### config.mk
export PLATFORM = sky130hd
export DESIGN_NAME = modular_reduce_seq
export DESIGN_NICKNAME = d
export VERILOG_FILES = /design/src/rtl/rsa_pkg.sv /design/src/rtl/modred_step.sv /design/src/rtl/modular_reduce_seq.sv
export SDC_FILE = /design/constraint.sdc
export NUM_CORES = 1
export LEC_CHECK = 0
export ABC_AREA = 1
export ABC_CLOCK_PERIOD_IN_PS = 15400
export BUFFER_PORTS_ARGS = -buffer_cell sky130_fd_sc_hd__buf_4
export CORE_UTILIZATION = 35
export DETAILED_ROUTE_END_ITERATION = 10
export PLACE_DENSITY_LB_ADDON = 0.25
export SYNTH_ARGS = -nofsm -noshare
export SYNTH_HDL_FRONTEND = slang
export SYNTH_SLANG_ARGS = --single-unit
export TNS_END_PERCENT = 100
### constraint.sdc
create_clock -name Clk -period 15.4 [get_ports Clk]
set_input_delay 1.54 -clock Clk [delete_from_list [all_inputs] [get_ports Clk]]
set_output_delay 1.54 -clock Clk [all_outputs]
set_load 0.02 [all_outputs]
### src/rtl/rsa_pkg.sv
// Shared types and default widths for the RSA modular arithmetic datapath.
// The reduction FSM state type lives here so that neighbouring blocks can decode it.
package rsa_pkg;

    localparam int DEN_W_DEFAULT = 32;
    localparam int NUM_W_DEFAULT = 2 * DEN_W_DEFAULT;

    typedef enum logic [1:0] {
        IDLE   = 2'd0,
        REDUCE = 2'd1,
        DONE   = 2'd2
    } modred_state_t;

endpackage

### src/rtl/modred_step.sv
// One restoring-division step: shift a numerator bit into the remainder and
// subtract the denominator when the shifted value reaches it.
module modred_step #(
    parameter int DEN_W = 32
) (
    input  logic [DEN_W:0]   rem,
    input  logic             bit_in,
    input  logic [DEN_W-1:0] den,
    output logic [DEN_W:0]   rem_next
);

    // One spare bit on top so the shift never loses information even if rem were full width.
    logic [DEN_W+1:0] shifted;
    logic             ge;

    always_comb begin
        shifted  = {rem, bit_in};
        ge       = (shifted >= {2'b00, den});
        rem_next = ge ? (DEN_W+1)'(shifted - {2'b00, den}) : (DEN_W+1)'(shifted);
    end

endmodule

### src/rtl/modular_reduce_seq.sv
// Sequential numerator mod denominator: one restoring step per clock, MSB first,
// NUM_W cycles per reduction, with a divide-by-zero short cut straight to DONE.
module modular_reduce_seq
    import rsa_pkg::*;
#(
    parameter int DEN_W = DEN_W_DEFAULT,
    parameter int NUM_W = NUM_W_DEFAULT
) (
    input  logic             Clk,
    input  logic             Reset,
    input  logic             start,
    input  logic [NUM_W-1:0] numerator,
    input  logic [DEN_W-1:0] denominator,
    output logic             busy,
    output logic             modular_done,
    output logic [DEN_W-1:0] result,
    output logic             div_by_zero
);

    localparam int CNT_W = $clog2(NUM_W);
    localparam logic [CNT_W-1:0] CNT_LAST = CNT_W'(NUM_W - 1);

    modred_state_t    state, state_next;
    logic [NUM_W-1:0] num_q;
    logic [DEN_W-1:0] den_q;
    logic [DEN_W:0]   rem;
    logic [DEN_W:0]   rem_next;
    logic [CNT_W-1:0] cnt;
    logic             den_zero;

    assign den_zero = (denominator == '0);

    modred_step #(
        .DEN_W (DEN_W)
    ) u_step (
        .rem      (rem),
        .bit_in   (num_q[cnt]),
        .den      (den_q),
        .rem_next (rem_next)
    );

    always_ff @(posedge Clk or posedge Reset) begin
        if (Reset) begin
            state <= IDLE;
        end else begin
            state <= state_next;
        end
    end

    always_comb begin
        state_next = state;
        case (state)
            IDLE: begin
                if (start) begin
                    state_next = den_zero ? DONE : REDUCE;
                end
            end
            REDUCE: begin
                if (cnt == '0) begin
                    state_next = DONE;
                end
            end
            DONE: begin
                if (!start) begin
                    state_next = IDLE;
                end
            end
            default: state_next = IDLE;
        endcase
    end

    // Operands are captured only on the accepting edge; REDUCE ignores the input bus.
    always_ff @(posedge Clk or posedge Reset) begin
        if (Reset) begin
            num_q       <= '0;
            den_q       <= '0;
            rem         <= '0;
            cnt         <= '0;
            result      <= '0;
            div_by_zero <= 1'b0;
        end else begin
            case (state)
                IDLE: begin
                    if (start) begin
                        if (den_zero) begin
                            result      <= '0;
                            div_by_zero <= 1'b1;
                        end else begin
                            num_q       <= numerator;
                            den_q       <= denominator;
                            rem         <= '0;
                            cnt         <= CNT_LAST;
                            div_by_zero <= 1'b0;
                        end
                    end
                end
                REDUCE: begin
                    rem <= rem_next;
                    cnt <= cnt - 1'b1;
                    if (cnt == '0) begin
                        result <= rem_next[DEN_W-1:0];
                    end
                end
                default: ;
            endcase
        end
    end

    assign busy         = (state == REDUCE);
    assign modular_done = (state == DONE);

endmodule

==> run metrics <==
fmax 202 MHz; share of the synthesized area in the top cell type 0.409; CORE AREA 0.0290 sq mm; Comb pwr share 0.593; CTS tree yes; wire per inst 14.7 um; placed cells 1984; Synth top cells by count nand2_1 (632), inv_1 (210), dfrtp_1 (170); layout cells sized above 1 0.124; sequential share of power 0.251; RSZ-0062 raised after global routing no; Hold Path Class register to register; crit path cell chain clkinv_1 -> nand3_1 -> nand3_1 -> nand2_1 -> nor2_1 -> nand2_1 -> nand2_1 -> inv_1 -> nand2_1 -> ha_1 -> fa_1 -> inv_1 -> nand3_1 -> nand3_2 -> nand2_2 -> nand2_2 -> nand2_2 -> nand3_2 -> nand2_1 -> nand3_1 -> o21ai_0; Sw Ratio 0.504; PD cells 245 mW/mm^2; initial antenna violation count 0; worst setup path startpoint cnt[1]; I/O pins 134; Antenna Cells 0; Final Net Count 1753; Initial Util 0.359; # fillers 3149; CTS root buffer clkbuf_16; clock slew at reported path FFs 0.07 ns; Initial DRT Pass Iterations 5; post-CTS setup buffer count 0; DRT Wirelength 29.7 mm; H-Tree Depth 4; Num Clock Sinks 170; Hold Path Cell Cnt 2; Via Count 9579; die extent in x 174 um; clk_lat worst skew 0.44 ns; Worst VDD drop 0.0977 mV; FFs w/ async S/R, synth 1.00; gpl congestion 0.892; CP Class register to register; Syn Nets 1653; cell count after synthesis 1519; starting DRC count in detailed routing 686; cell count of the worst reg-to-reg path 21; die height 174 um; top post-synthesis cells by area dfrtp_1 (41%), nand2_1 (23%), inv_1 (7.6%); vias in the first global route 9454; final hold violation count 0; cts hold-fix bufs 0; CP endpoint kind register; DRC Markers 0; LEAKAGE 6.71 nW; first-pass GRT wire length 48.4 mm; CTS resizes 0; DRT antenna net count 0; Most Frequent Cell on Critical Path nand2_1; Final min period 4.94 ns; top_reg_cell synth dfrtp_1; final std cells w/o fill 2016; sum of negative setup slack 0 ns; Port Buf Inserts 133; mean post-synth cell area 6.86 sq um; Post-synth EDFFs 0; synthesized area 0.0104 sq mm; dpl ws 10.44 ns; period utilisation layout 0.321; final hold slack 0.475 ns; CP Capture Point rem[6]; R2R setup slack 10.46 ns; clock network power share 0.157; Slew Limit Headroom 0.266; Synth Register Bits 170; max-cap violations 0; total die area 0.0304 sq mm; cell row count 62; area delta synth->final 17.8%; grt ovf 0; max incr delay on CP 0.84 ns; Fin Clk Skew 0.0133 ns; worst-path fanout max 33; count of final setup violators 0; Worst R2R End rem[6]; Num CTS Buffers 17; Int Power 0.00149 W; Worst Tran Pin Value 1.10 ns; CP required 15.71 ns; count leader, synth nand2_1; Clock Path Buffers 2; NetSw 0.00152 W; final worst slack 10.46 ns; Ys Warns 0; Cell variety after synth 35; RR Startpoint cnt[1]; largest area contributor in the netlist dfrtp_1; slowest cell on the critical path dfrtp_1; sequential area share after synthesis 0.409; GRT Util Overall 0.202; crit path launch type register; maximum number of pins on one net before global-route repair 127; Vias/cell 4.75; Slew Limit Fails 0; Arr. time, crit path 5.25 ns; DP HPWL 22.1 mm; status finished clean
[power by group through the flow]
stage / sequential, W / clock (W) / combinational [W]
after floorplan: 0.000743 / 0 / 0.00134
after global placement: 0.000762 / 0 / 0.00176
after detailed placement: 0.000762 / 0 / 0.00178
after CTS: 0.000755 / 0.000482 / 0.00179
after global routing: 0.000775 / 0.000501 / 0.00204
final: 0.000754 / 0.000471 / 0.00178
[final cells by class]
type	count	area [sq um]	area share
Multi-Input combinational cell	1073	5030	0.410
Sequential cell	170	4250	0.347
Timing Repair Buffer	139	1040	0.0851
Inverter	218	823	0.0671
Tap cell	384	480	0.0392
Clock buffer	17	425	0.0347
Clock inverter	15	210	0.0171
[stage by stage]
step                utilization  area (sq um)  total power, W
detailed placement        0.401         11600         0.00254
CTS                       0.423         12300         0.00303
global route              0.423         12300         0.00332
finish                    0.423         12300         0.00301
global placement          0.401         11600         0.00252
floorplan                     -         10400         0.00208
[logic make-up after synthesis]
kind of cell / after synthesis / synth area share
adder cells (fa/ha/maj): 35 / 0.0428
AND/OR/NAND/NOR: 884 / 0.353
buffers and inverters: 276 / 0.110
AO/OA/AOI/OAI: 136 / 0.0702
XOR/XNOR: 18 / 0.0151
flip-flops: 170 / 0.409
[state kept, by name, indices dropped and copies added, names as in the netlist]
| register | count |
|---|---|
| rem | 33 |
| cnt | 6 |
| div_by_zero | 1 |
| result | 32 |
| num_q | 64 |
| den_q | 32 |
| state | 2 |
[critical path: cells and delay by family, from the launching register on]
kind / cells / cell delay, ns
flip-flops: 1 / 0.84
adder cells (fa/ha/maj): 2 / 0.65
AO/OA/AOI/OAI: 1 / 0.09
AND/OR/NAND/NOR: 15 / 2.33
buffers and inverters: 3 / 0.90
[layer usage]
layer	global-route usage	wire length, um	vias to the layer above
met4	0.0609	597	0
met2	0.326	13700	189
met1	0.277	14400	4426
met3	0.0337	1010	33
met5	0	0	-
li1	-	-	4931
[cells in the final DEF (no fill, tap or decap), drive strengths merged]
cell      instances
o21bai            4
nand4            44
nor3              8
nand3b            3
xnor2            10
and2              2
o211ai           10
o31ai             2
bufinv            4
inv             223
a21oi            28
clkbuf           17
a22oi             1
xor2              8
clkinvlp          1
nor4              3
o21ai            91
clkinv            5
dfrtp           170
buf             139
nor2             81
nand3           105
fa                1
nand2           638
ha               34
[how the worst min path moves through the flow]
stage | from | endpoint | slack, ns
after detailed placement | num_q[10] | num_q[10] | 0.46
after floorplan | num_q[24] | num_q[24] | 0.44
final | num_q[21] | num_q[21] | 0.47
after global placement | num_q[10] | num_q[10] | 0.46
after global routing | rem[32] | rem[32] | 0.50
after CTS | num_q[10] | num_q[10] | 0.48
No activity file was read; power rests on OpenSTA's default activity.
